## src/rtl/dpll_loop_ctrl_pkg.sv

```systemverilog
`default_nettype none
// ============================================================================
// Module   : dpll_loop_ctrl_pkg
// Brief    : Shared types and helpers for the DPLL loop controller
//            (FSM state encoding, phase-detector polarity, queue limit).
// Revision : 1.0 - initial release
// ============================================================================
package dpll_loop_ctrl_pkg;

    // Scheduler states
    typedef enum logic [1:0] {
        ST_IDLE  = 2'd0,
        ST_RUN   = 2'd1,
        ST_ISSUE = 2'd2,
        ST_GAP   = 2'd3
    } state_t;

    // Phase-detector polarity: lead counts up, lag counts down
    localparam logic c_PD_LEAD = 1'b1;
    localparam logic c_PD_LAG  = 1'b0;

    // Largest magnitude the signed pending queue may hold
    function automatic int pend_limit(input int pend_w);
        return (1 << (pend_w - 1)) - 1;
    endfunction

endpackage
`default_nettype wire

```

## src/rtl/dpll_loop_ctrl_if.sv

```systemverilog
`default_nettype none
// ============================================================================
// Module   : dpll_loop_ctrl_if
// Brief    : Phase-detector input and ID-counter output bundle of the loop
//            controller. master = phase-detector side, slave = controller.
// Revision : 1.0 - initial release
// ============================================================================
interface dpll_loop_ctrl_if #(
    parameter int PEND_W = 4
);
    logic                     pd_valid;
    logic                     pd_lead;
    logic                     inc_out;
    logic                     dec_out;
    logic signed [PEND_W-1:0] pending;
    logic                     locked;
    logic                     overflow;

    modport master (
        output pd_valid, pd_lead,
        input  inc_out, dec_out, pending, locked, overflow
    );

    modport slave (
        input  pd_valid, pd_lead,
        output inc_out, dec_out, pending, locked, overflow
    );
endinterface
`default_nettype wire

```

## src/rtl/dpll_loop_ctrl_k_counter.sv

```systemverilog
`default_nettype none
// ============================================================================
// Module   : dpll_loop_ctrl_k_counter
// Brief    : K-counter loop filter. Integrates lead/lag samples in a signed
//            accumulator and flags a carry at +k or a borrow at -k.
// Revision : 1.0 - initial release
// ============================================================================
module dpll_loop_ctrl_k_counter
    import dpll_loop_ctrl_pkg::*;
#(
    parameter int K_W = 8
) (
    input  wire logic           clk,
    input  wire logic           reset,
    input  wire logic           i_clear,
    input  wire logic           i_active,
    input  wire logic [K_W-1:0] i_k,
    input  wire logic           i_pd_valid,
    input  wire logic           i_pd_lead,
    output logic                o_carry,
    output logic                o_borrow
);

    typedef logic signed [K_W:0]   acc_t;
    typedef logic signed [K_W+1:0] ext_t;

    acc_t r_acc;
    ext_t w_acc;
    ext_t w_k;
    ext_t w_up;
    ext_t w_dn;

    // One extra bit of headroom so +k and -k compare without wrap
    assign w_acc = ext_t'(r_acc);
    assign w_k   = ext_t'({2'b00, i_k});
    assign w_up  = w_acc + ext_t'(1);
    assign w_dn  = w_acc - ext_t'(1);

    assign o_carry  = i_active && i_pd_valid && (i_pd_lead == c_PD_LEAD) && (w_up == w_k);
    assign o_borrow = i_active && i_pd_valid && (i_pd_lead == c_PD_LAG)  && (w_dn == -w_k);

    // Accumulate samples; wrap to zero on carry/borrow
    always_ff @(posedge clk or negedge reset) begin
        if (!reset) begin
            r_acc <= '0;
        end else if (i_clear) begin
            r_acc <= '0;
        end else if (i_active && i_pd_valid) begin
            if (o_carry || o_borrow)
                r_acc <= '0;
            else if (i_pd_lead == c_PD_LEAD)
                r_acc <= acc_t'(w_up);
            else
                r_acc <= acc_t'(w_dn);
        end
    end

endmodule
`default_nettype wire

```

## src/rtl/dpll_loop_ctrl.sv

```systemverilog
`default_nettype none
// ============================================================================
// Module   : dpll_loop_ctrl
// Brief    : DPLL loop filter and pulse scheduler ahead of the ID counter.
//            Queues carry/borrow events as a signed count and issues them as
//            single-clock inc/dec pulses spaced GAP clocks apart.
// Revision : 1.0 - initial release
// ============================================================================
module dpll_loop_ctrl
    import dpll_loop_ctrl_pkg::*;
#(
    parameter int K_W      = 8,
    parameter int PEND_W   = 4,
    parameter int GAP      = 4,
    parameter int LOCK_CYC = 256,
    parameter int LOCK_W   = 16
) (
    input  wire logic           clk,
    input  wire logic           reset,
    input  wire logic           enable,
    input  wire logic [K_W-1:0] k_mod,
    dpll_loop_ctrl_if.slave     bus
);

    typedef logic signed [PEND_W-1:0] pend_t;
    typedef logic signed [PEND_W:0]   pext_t;

    localparam pext_t             c_LIM_P    = pext_t'(pend_limit(PEND_W));
    localparam pext_t             c_LIM_N    = -c_LIM_P;
    localparam logic [3:0]        c_GAP_LOAD = 4'(GAP - 2);
    localparam logic [LOCK_W-1:0] c_LOCK_CYC = LOCK_W'(LOCK_CYC);

    state_t            r_state;
    logic [K_W-1:0]    r_k;
    pend_t             r_pending;
    logic [3:0]        r_gap_cnt;
    logic [LOCK_W-1:0] r_lock_cnt;
    logic              r_inc;
    logic              r_dec;
    logic              r_locked;
    logic              r_overflow;

    logic              w_clear;
    logic              w_active;
    logic              w_carry;
    logic              w_borrow;
    logic              w_event;
    logic              w_issue;
    logic              w_sat;
    pext_t             w_ev;
    pext_t             w_iss;
    pext_t             w_keep;
    pext_t             w_net;
    pend_t             w_pend_next;
    logic [LOCK_W-1:0] w_lock_inc;

    // Dropping enable acts on the very next edge, whatever the state
    assign w_clear  = !enable || (r_state == ST_IDLE);
    assign w_active = !w_clear;

    dpll_loop_ctrl_k_counter #(
        .K_W        (K_W)
    ) u_k_counter (
        .clk        (clk),
        .reset      (reset),
        .i_clear    (w_clear),
        .i_active   (w_active),
        .i_k        (r_k),
        .i_pd_valid (bus.pd_valid),
        .i_pd_lead  (bus.pd_lead),
        .o_carry    (w_carry),
        .o_borrow   (w_borrow)
    );

    assign w_event    = w_carry | w_borrow;
    assign w_issue    = w_active && (r_state == ST_RUN) && (r_pending != '0);
    assign w_lock_inc = (r_lock_cnt == c_LOCK_CYC) ? r_lock_cnt : r_lock_cnt + 1'b1;

    // Net queue update: event and issue fold into one step; an event that
    // would push the net past the limit is dropped, the issue still counts
    always_comb begin
        w_ev = '0;
        if (w_carry)
            w_ev = pext_t'(1);
        else if (w_borrow)
            w_ev = pext_t'(-1);
        w_iss = '0;
        if (w_issue)
            w_iss = r_pending[PEND_W-1] ? pext_t'(-1) : pext_t'(1);
        w_keep      = pext_t'(r_pending) - w_iss;
        w_net       = w_keep + w_ev;
        w_sat       = (w_net > c_LIM_P) || (w_net < c_LIM_N);
        w_pend_next = w_sat ? pend_t'(w_keep) : pend_t'(w_net);
    end

    // Scheduler FSM with queue, gap timer, lock counter and registered outputs
    always_ff @(posedge clk or negedge reset) begin
        if (!reset) begin
            r_state    <= ST_IDLE;
            r_k        <= K_W'(1);
            r_pending  <= '0;
            r_gap_cnt  <= '0;
            r_lock_cnt <= '0;
            r_inc      <= 1'b0;
            r_dec      <= 1'b0;
            r_locked   <= 1'b0;
            r_overflow <= 1'b0;
        end else if (w_clear) begin
            r_pending  <= '0;
            r_gap_cnt  <= '0;
            r_lock_cnt <= '0;
            r_inc      <= 1'b0;
            r_dec      <= 1'b0;
            r_locked   <= 1'b0;
            r_overflow <= 1'b0;
            if (r_state == ST_IDLE)
                r_k <= (k_mod == '0) ? K_W'(1) : k_mod;
            r_state <= (enable && (r_state == ST_IDLE)) ? ST_RUN : ST_IDLE;
        end else begin
            r_pending  <= w_pend_next;
            r_overflow <= r_overflow | w_sat;
            r_inc      <= 1'b0;
            r_dec      <= 1'b0;
            if (w_event) begin
                r_lock_cnt <= '0;
                r_locked   <= 1'b0;
            end else begin
                r_lock_cnt <= w_lock_inc;
                r_locked   <= (w_lock_inc == c_LOCK_CYC);
            end
            case (r_state)
                ST_RUN: begin
                    if (w_issue) begin
                        r_state <= ST_ISSUE;
                        r_inc   <= !r_pending[PEND_W-1];
                        r_dec   <= r_pending[PEND_W-1];
                    end
                end
                ST_ISSUE: begin
                    r_state   <= ST_GAP;
                    r_gap_cnt <= c_GAP_LOAD;
                end
                ST_GAP: begin
                    if (r_gap_cnt <= 4'd1) begin
                        r_state   <= ST_RUN;
                        r_gap_cnt <= '0;
                    end else begin
                        r_gap_cnt <= r_gap_cnt - 4'd1;
                    end
                end
                default: r_state <= ST_IDLE;
            endcase
        end
    end

    assign bus.inc_out  = r_inc;
    assign bus.dec_out  = r_dec;
    assign bus.pending  = r_pending;
    assign bus.locked   = r_locked;
    assign bus.overflow = r_overflow;

endmodule
`default_nettype wire

```

## src/flat_wrapper.sv

```systemverilog
// flat-port wrapper written by rule: the top's interface ports become plain ports
module dpll_loop_ctrl_flat import dpll_loop_ctrl_pkg::*;
#(
    parameter int K_W      = 8,
    parameter int PEND_W   = 4,
    parameter int GAP      = 4,
    parameter int LOCK_CYC = 256,
    parameter int LOCK_W   = 16
)
  (clk, reset, enable, k_mod, bus_pd_valid, bus_pd_lead, bus_inc_out, bus_dec_out, bus_pending, bus_locked, bus_overflow);
  dpll_loop_ctrl_if #(.PEND_W(PEND_W)) bus_i ();
  input  wire logic clk;
  input  wire logic reset;
  input  wire logic enable;
  input  wire logic [K_W-1:0] k_mod;
  input wire logic [$bits(bus_i.pd_valid)-1:0] bus_pd_valid;
  input wire logic [$bits(bus_i.pd_lead)-1:0] bus_pd_lead;
  output wire logic [$bits(bus_i.inc_out)-1:0] bus_inc_out;
  output wire logic [$bits(bus_i.dec_out)-1:0] bus_dec_out;
  output wire logic [$bits(bus_i.pending)-1:0] bus_pending;
  output wire logic [$bits(bus_i.locked)-1:0] bus_locked;
  output wire logic [$bits(bus_i.overflow)-1:0] bus_overflow;
  assign bus_i.pd_valid = bus_pd_valid;
  assign bus_i.pd_lead = bus_pd_lead;
  assign bus_inc_out = bus_i.inc_out;
  assign bus_dec_out = bus_i.dec_out;
  assign bus_pending = bus_i.pending;
  assign bus_locked = bus_i.locked;
  assign bus_overflow = bus_i.overflow;
  dpll_loop_ctrl #(.K_W(K_W), .PEND_W(PEND_W), .GAP(GAP), .LOCK_CYC(LOCK_CYC), .LOCK_W(LOCK_W)) u_core (.clk(clk), .reset(reset), .enable(enable), .k_mod(k_mod), .bus(bus_i));
endmodule
```

## config.mk

```make
export PLATFORM = sky130hd
export DESIGN_NAME = dpll_loop_ctrl_flat
export DESIGN_NICKNAME = d
export VERILOG_FILES = /design/src/rtl/dpll_loop_ctrl_pkg.sv /design/src/rtl/dpll_loop_ctrl_if.sv /design/src/rtl/dpll_loop_ctrl_k_counter.sv /design/src/rtl/dpll_loop_ctrl.sv /design/src/flat_wrapper.sv
export SDC_FILE = /design/constraint.sdc
export NUM_CORES = 1
export LEC_CHECK = 0
export CAP_MARGIN = 0
export CORE_ASPECT_RATIO = 0.5
export CORE_MARGIN = 3
export CORE_UTILIZATION = 61
export DETAILED_ROUTE_END_ITERATION = 6
export HOLD_SLACK_MARGIN = 0.02
export PLACE_DENSITY = 0.9
export REMOVE_ABC_BUFFERS = 1
export SYNTH_ARGS = -nofsm -noshare
export SYNTH_HDL_FRONTEND = slang
export SYNTH_HIERARCHICAL = 1
export SYNTH_SLANG_ARGS = --single-unit
export TNS_END_PERCENT = 10
```

## constraint.sdc

```tcl
create_clock -name clk -period 6.1 [get_ports clk]
set_clock_uncertainty 0.05 [all_clocks]
set_input_delay 1.22 -clock clk [delete_from_list [all_inputs] [get_ports clk]]
set_output_delay 1.22 -clock clk [all_outputs]
set_load 0.005 [all_outputs]
```

==> impl_metrics.env, run 1 <==
export IMPL_number_of_inserted_diodes=0
export IMPL_cp_arrival_ns=5.72
export IMPL_synth_main_ff_cell="sky130_fd_sc_hd__dfrtp_1"
export IMPL_yosysSeqAreaShare_pct=29.5
export IMPL_synth_mux_area_fraction_pct=4.26
export IMPL_period_needed_ns=5.61
export IMPL_drt_iter0_markers=382
export IMPL_synth_area_per_cell_um2=8.98
export IMPL_actual_slew_at_the_worst_max_slew_pin_ns=1.04
export IMPL_synth_async_sr_flop_share_pct=100
export IMPL_grt_pass1_vias=3206
export IMPL_p_int_uw=576
export IMPL_synth_compound_area_share_pct=15.8
export IMPL_worst_endpoint_required_ns=6.22
export IMPL_yosys_warnings=6
export IMPL_period_share_pct=91.9
export IMPL_synth_fa_ha_area_share_pct=7.27
export IMPL_ys_seq_elements=47
export IMPL_synth_cell_type_count=80
export IMPL_htreeDepth=2
export IMPL_worst_setup_path_start_kind="input port"
export IMPL_synth_cells=445
export IMPL_timing_hold_worst_class="reg2reg"
export IMPL_share_clk_of_total_power_pct=36.2
export IMPL_drive_gt1_share_pct=11.9
export IMPL_setup_total_negative_slack_ns=0
export IMPL_ports=21
export IMPL_worstSetupPathType="in2reg"
export IMPL_core_area_um2=6210
export IMPL_clk_pin_slew_ns=0.06
export IMPL_syn_cell_area_um2=4000
export IMPL_hpwl_um=6230
export IMPL_dr_total_vias=3374
export IMPL_grt_start_max_net_pins=48
export IMPL_most_common_layout_cells="46 x sky130_fd_sc_hd__dfrtp_1, 41 x sky130_fd_sc_hd__nor2_1, 28 x sky130_fd_sc_hd__inv_1, 27 x sky130_fd_sc_hd__xnor2_1, 24 x sky130_fd_sc_hd__nand2_1"
export IMPL_yosys_area_share_xor_xnor_pct=9.71
export IMPL_setup_violations=0
export IMPL_timing_hold_violations_final=0
export IMPL_grt_first_pass_wirelength_um=14900
export IMPL_cell_pwr_density_nw_per_um2=187
export IMPL_viasPerCell=6.21
export IMPL_final_max_slew_viol_count=0
export IMPL_crit_path_end_kind="flop"
export IMPL_overflow_after_grt=0
export IMPL_chipWidth_um=120
export IMPL_die_area_um2=7620
export IMPL_power_switching_uw=237
export IMPL_run_status="completed"
export IMPL_wirelength_um=8530
export IMPL_flow_area_growth_from_synthesis_pct=8.49
export IMPL_critical_path_peak_fanout=8
export IMPL_cells_taking_the_most_area_after_synthesis="sky130_fd_sc_hd__dfrtp_1 29%, sky130_fd_sc_hd__ha_1 6.3%, sky130_fd_sc_hd__xnor2_1 5.9%"
export IMPL_vdd_drop_max_mv=0.122
export IMPL_route_antenna_remaining_nets=0
export IMPL_die_height_um=63.2
export IMPL_grt_util_all_layers_pct=23.9
export IMPL_placement_setup_worst_slack_ns=0.214
export IMPL_cts_post_setup_buffers_inserted=0
export IMPL_clk_insertion_delay_late_ns=0.30
export IMPL_timing_max_slew_rel_slack_pct=30.7
export IMPL_routed_wire_length_per_instance_um=15.7
export IMPL_firstDrtPassIters=5
export IMPL_sw_frac_of_total_pct=29.1
export IMPL_cts_sink_count=47
export IMPL_starting_density_of_the_core_pct=64.4
export IMPL_synth_edff_count=0
export IMPL_detail_route_drc_violations=0
export IMPL_grt_setup_unrepaired="false"
export IMPL_io_buffers=20
export IMPL_tritoncts="built"
export IMPL_ctsHoldBuffers=0
export IMPL_antenna_found_initial=0
export IMPL_synth_top_family_by_area="simple AND/OR/NAND/NOR gates"
export IMPL_synth_simple_gate_area_share_pct=27.3
export IMPL_num_nets_final=489
export IMPL_placer_s_final_routability_congestion_estimate=0.936
export IMPL_layout_cells_most_common="sky130_fd_sc_hd__dfrtp_1"
export IMPL_cts_root_cell="sky130_fd_sc_hd__clkbuf_16"
export IMPL_synth_top_cell_area_share_pct=28.8
export IMPL_number_of_gates_resized_after_cts=0
export IMPL_max_cap_viol_count=0
export IMPL_p_seq_share_pct=43.5
export IMPL_static_leakage_power_uw=0.00175
export IMPL_clock_buffers_created_by_tritoncts=5
export IMPL_fin_ws_ns=0.495
export IMPL_row_count=20
export IMPL_combinationalPowerShare_pct=20.4
export IMPL_cts_max_path_buffers=2
export IMPL_achievable_clock_frequency_mhz=178
export IMPL_synth_largest_area_cell="sky130_fd_sc_hd__dfrtp_1"
==> registers in the layout, indices dropped and copies added (netlist names) <==
| signal | count |
|---|---|
| u_core/bus.pending | 4 |
| u_core/u_k_counter/r_acc | 9 |
| u_core/bus.dec_out | 1 |
| u_core/bus.overflow | 1 |
| u_core/r_lock_cnt | 16 |
| u_core/r_gap_cnt | 4 |
| u_core/bus.locked | 1 |
| u_core/r_state | 2 |
| u_core/r_k | 8 |
| u_core/bus.inc_out | 1 |
==> final timing paths <==
| kind | from | to | slack (ns) | cells past startpoint |
|---|---|---|---|---|
| max | enable | u_core/bus.overflow | 0.49 | 17 |
| min | u_core/r_k[0] | u_core/r_k[0] | 0.48 | 2 |
| max reg2reg | u_core/r_state[0] | u_core/bus.overflow | 0.92 | 18 |
| min reg2reg | u_core/r_k[0] | u_core/r_k[0] | 0.48 | 2 |
| max in group asynchronous | reset | u_core/bus.pending[0] | 4.29 | 1 |
| min in group asynchronous | reset | u_core/r_lock_cnt[0] | 1.05 | 1 |
==> per-layer routing <==
metal / wire length (µm) / GRT usage [%] / share of wire (%)
met3: 548 / 3.86 / 6.4
met5: 0 / 0 / 0
met4: 123 / 8.19 / 1.4
met2: 4040 / 40.9 / 47
met1: 3820 / 30.8 / 45
==> through the flow <==
stage                     utilization, %  area (µm²)  std cells  hold WS (ns)  total power [µW]
final                               69.8        4330        543         0.484               813
after global routing                69.8        4330        543         0.516               853
after CTS                           69.8        4330        543         0.490               816
after detailed placement            67.3        4170        535         0.476               521
after global placement              67.3        4170        535         0.462               517
after floorplan                        -        3850        425         0.444               472
==> cell type report <==
cell class,instances,area (µm²)
repair buffers,22,210
flip-flops and latches,47,1180
clock inverters,1,7.51
clock buffers,7,153
fillers,494,1870
well taps,88,110
inverters,28,105
multi-input cells,350,2570
==> critical path: stages <==
cell and delay [ns]:
sky130_fd_sc_hd__clkdlybuf4s50_1 0.51, sky130_fd_sc_hd__nand2b_1 0.08, sky130_fd_sc_hd__inv_1 0.24, sky130_fd_sc_hd__nand2_1 0.14
sky130_fd_sc_hd__nor4_1 0.30, sky130_fd_sc_hd__nand2_1 0.10, sky130_fd_sc_hd__or4_1 0.50, sky130_fd_sc_hd__a2111oi_0 0.52
sky130_fd_sc_hd__or2_2 0.21, sky130_fd_sc_hd__ha_1 0.15, sky130_fd_sc_hd__inv_1 0.05, sky130_fd_sc_hd__fa_1 0.39
sky130_fd_sc_hd__xnor2_1 0.37, sky130_fd_sc_hd__or3b_1 0.24, sky130_fd_sc_hd__nand4_2 0.16, sky130_fd_sc_hd__a2111oi_0 0.43
sky130_fd_sc_hd__nor3_1 0.10
==> cells in the mapped netlist (all sizes together) (2+ instances only) <==
| master | number |
|---|---|
| dfrtp | 46 |
| nor2 | 42 |
| inv | 28 |
| xnor2 | 27 |
| nor3 | 25 |
| nand2 | 24 |
| o21ai | 21 |
| ha | 20 |
| nand3 | 19 |
| a21oi | 16 |
| clkbuf | 13 |
| nor4 | 12 |
| xor2 | 12 |
| nand4 | 9 |
| mux2 | 8 |
| mux2i | 8 |
| nand2b | 8 |
| and3 | 7 |
| buf | 7 |
| a221o | 5 |
| nand3b | 5 |
| nor3b | 5 |
| or3 | 5 |
| or4 | 5 |
| a22o | 4 |
| a22oi | 4 |
| a31oi | 4 |
| and4 | 4 |
| o2111ai | 4 |
| or2 | 4 |
| a2111oi | 3 |
| a21o | 3 |
| and2 | 3 |
| o211ai | 3 |
| o31ai | 3 |
| a211oi | 2 |
| a21boi | 2 |
| and4b | 2 |
| fa | 2 |
| o21a | 2 |
| o22ai | 2 |
| or3b | 2 |
| xnor3 | 2 |
==> kinds of logic (layout without fill, tap and decap cells) <==
| group | count (synthesis) | count (layout) |
|---|---|---|
| simple gates | 186 | 186 |
| compound gates | 85 | 85 |
| buf+inv | 48 | 58 |
| flops | 47 | 47 |
| xor+xnor | 41 | 41 |
| fa+ha+maj | 22 | 22 |
| mux | 16 | 16 |
==> power groups by stage <==
stage               logic (µW)  clock network [µW]  registers [µW]
finish                     166                 294             353
global route               181                 317             355
CTS                        164                 300             353
detailed placement         163                   0             358
global placement           160                   0             357
floorplan                  121                   0             351
(Power assumes the default switching activity.)
==> run 2: changes to the inputs <==
--- a/config.mk
+++ b/config.mk
@@ -8,10 +8,9 @@
 export CAP_MARGIN = 0
 export CORE_ASPECT_RATIO = 0.5
 export CORE_MARGIN = 3
-export CORE_UTILIZATION = 61
+export CORE_UTILIZATION = 60
 export DETAILED_ROUTE_END_ITERATION = 6
-export HOLD_SLACK_MARGIN = 0.02
-export PLACE_DENSITY = 0.9
+export PLACE_DENSITY = 0.89
 export REMOVE_ABC_BUFFERS = 1
 export SYNTH_ARGS = -nofsm -noshare
 export SYNTH_HDL_FRONTEND = slang
==> impl_metrics.env, run 2 (synthesized netlist as in run 1, its figures left out) <==
export IMPL_run_status="completed"
export IMPL_die_height_um=63.7
export IMPL_final_fill_count=499
export IMPL_cts_post_setup_buffers_inserted=0
export IMPL_ports=21
export IMPL_worstReg2RegStart="u_core/r_state[0]"
export IMPL_r2r_end="u_core/bus.overflow"
export IMPL_clk_pin_slew_ns=0.06
export IMPL_final_max_slew_viol_count=0
export IMPL_worstSetupPathType="in2reg"
export IMPL_timing_hold_violations_final=0
export IMPL_chipWidth_um=121
export IMPL_period_needed_ns=5.74
export IMPL_grt_start_max_net_pins=48
export IMPL_core_area_um2=6260
export IMPL_placer_s_final_routability_congestion_estimate=0.933
export IMPL_cts_root_cell="sky130_fd_sc_hd__clkbuf_16"
export IMPL_firstDrtPassIters=5
export IMPL_detail_route_drc_violations=0
export IMPL_timing_max_slew_rel_slack_pct=31.5
export IMPL_critical_path_peak_fanout=8
export IMPL_period_share_pct=94.0
export IMPL_drive_gt1_share_pct=12.1
export IMPL_setup_total_negative_slack_ns=0
export IMPL_achievable_clock_frequency_mhz=174
export IMPL_max_cap_viol_count=0
export IMPL_worst_endpoint_required_ns=6.21
export IMPL_viasPerCell=6.25
export IMPL_number_of_gates_resized_after_cts=0
export IMPL_static_leakage_power_uw=0.00175
export IMPL_multi_input_comb_area_um2=2580
export IMPL_actual_slew_at_the_worst_max_slew_pin_ns=1.03
export IMPL_min_from="u_core/r_k[0]"
export IMPL_hold_end="u_core/r_k[0]"
export IMPL_depth_of_the_most_critical_reg_to_reg_path=18
export IMPL_grt_first_pass_wirelength_um=15400
export IMPL_wirelength_um=8630
export IMPL_overflow_after_grt=0
export IMPL_flip_flop_count_of_the_largest_register_after_layout=16
export IMPL_dr_total_vias=3395
export IMPL_routed_wire_length_per_instance_um=15.9
export IMPL_starting_density_of_the_core_pct=63.9
export IMPL_grt_setup_unrepaired="false"
export IMPL_flow_area_growth_from_synthesis_pct=8.52
export IMPL_crit_path_end_kind="flop"
export IMPL_clk_insertion_delay_late_ns=0.29
export IMPL_die_area_um2=7730
export IMPL_row_count=20
export IMPL_setup_violations=0
export IMPL_timing_hold_worst_class="reg2reg"
export IMPL_cp_arrival_ns=5.85
export IMPL_tritoncts="built"
export IMPL_cts_sink_count=47
export IMPL_most_common_layout_cells="46 x sky130_fd_sc_hd__dfrtp_1, 41 x sky130_fd_sc_hd__nor2_1, 28 x sky130_fd_sc_hd__inv_1, 27 x sky130_fd_sc_hd__xnor2_1, 24 x sky130_fd_sc_hd__nand2_1"
export IMPL_vdd_drop_max_mv=0.114
export IMPL_regMostFlops="u_core/r_lock_cnt"
export IMPL_io_buffers=20
export IMPL_ctsHoldBuffers=0
export IMPL_hpwl_um=6280
export IMPL_final_seq_area_um2=1180
export IMPL_largestRegisters="u_core/r_lock_cnt x16, u_core/u_k_counter/r_acc x9, u_core/r_k x8"
export IMPL_antenna_found_initial=0
export IMPL_final_util_pct=69.3
export IMPL_cell_pwr_density_nw_per_um2=186
export IMPL_cts_max_path_buffers=2
export IMPL_number_of_inserted_diodes=0
export IMPL_grt_util_all_layers_pct=24.1
export IMPL_layout_cells_most_common="sky130_fd_sc_hd__dfrtp_1"
export IMPL_holdPathStages=2
export IMPL_grt_pass1_vias=3317
export IMPL_setup_reg_to_reg_worst_slack_ns=0.80
export IMPL_clock_buffers_created_by_tritoncts=5
export IMPL_worst_setup_path_start_kind="input port"
export IMPL_route_antenna_remaining_nets=0
export IMPL_drt_iter0_markers=266
export IMPL_htreeDepth=2
export IMPL_num_nets_final=489
==> run 2: cell types whose count changed in the layout (fill, tap and decap cells not counted), sizes merged <==
cell,previous run,this run
clkinv,0,1
clkbuf,7,6
==> run 2: critical path, cell delays in order <==
cell	delay, ns
sky130_fd_sc_hd__clkdlybuf4s50_1	0.51
sky130_fd_sc_hd__nand2b_1	0.09
sky130_fd_sc_hd__inv_1	0.23
sky130_fd_sc_hd__nand2_1	0.16
sky130_fd_sc_hd__nor4_1	0.32
sky130_fd_sc_hd__nand2_1	0.11
sky130_fd_sc_hd__or4_1	0.52
sky130_fd_sc_hd__a2111oi_1	0.55
sky130_fd_sc_hd__or2_2	0.22
sky130_fd_sc_hd__ha_1	0.16
sky130_fd_sc_hd__inv_1	0.06
sky130_fd_sc_hd__fa_1	0.39
sky130_fd_sc_hd__nand3b_1	0.23
sky130_fd_sc_hd__a21o_1	0.23
sky130_fd_sc_hd__a211o_1	0.32
sky130_fd_sc_hd__a2111oi_0	0.43
sky130_fd_sc_hd__nor3_1	0.09
==> run 2: through the flow <==
| step | area [µm²] | setup slack, ns | power, µW | std cells | hold WS, ns |
|---|---|---|---|---|---|
| detailed placement | 4170 | 0.123 | 520 | 535 | 0.468 |
| global placement | 4170 | 0.456 | 517 | 535 | 0.466 |
| floorplan | 3850 | 1.03 | 472 | 425 | 0.444 |
| CTS | 4330 | 0.368 | 809 | 543 | 0.479 |
| finish | 4340 | 0.364 | 805 | 543 | 0.477 |
| global route | 4340 | 0.0370 | 846 | 543 | 0.505 |
==> run 2: area by class of cell <==
cell class / count / area share [%]
tap: 88 / 2.54
inverter: 28 / 2.42
timing repair buffer: 22 / 4.85
clock inverter: 2 / 0.375
clock buffer: 6 / 3.20
multi-input combinational: 350 / 59.5
sequential: 47 / 27.2
==> run 2: where the power goes <==
group	leakage, µW	switching (µW)	internal [µW]
clock	0.0000731	123	164
combinational	0.00104	91.0	75.4
sequential	0.000634	26.3	326
==> run 2: worst max path at each step <==
stage	from	to	slack (ns)
after CTS	enable	u_core/bus.overflow	0.37
after global placement	enable	u_core/bus.overflow	0.46
after global routing	enable	u_core/bus.overflow	0.04
after floorplan	enable	u_core/bus.overflow	1.03
after detailed placement	enable	u_core/bus.overflow	0.12
final	enable	u_core/bus.overflow	0.36
==> run 2: metal layers <==
| metal | GRT usage, % | vias up | share of wire, % |
|---|---|---|---|
| li1 | - | 1633 | - |
| met1 | 31.4 | 1633 | 44 |
| met4 | 6.98 | 0 | 2.0 |
| met5 | 0 | - | 0 |
| met2 | 40.9 | 106 | 48 |
| met3 | 4.57 | 23 | 5.6 |
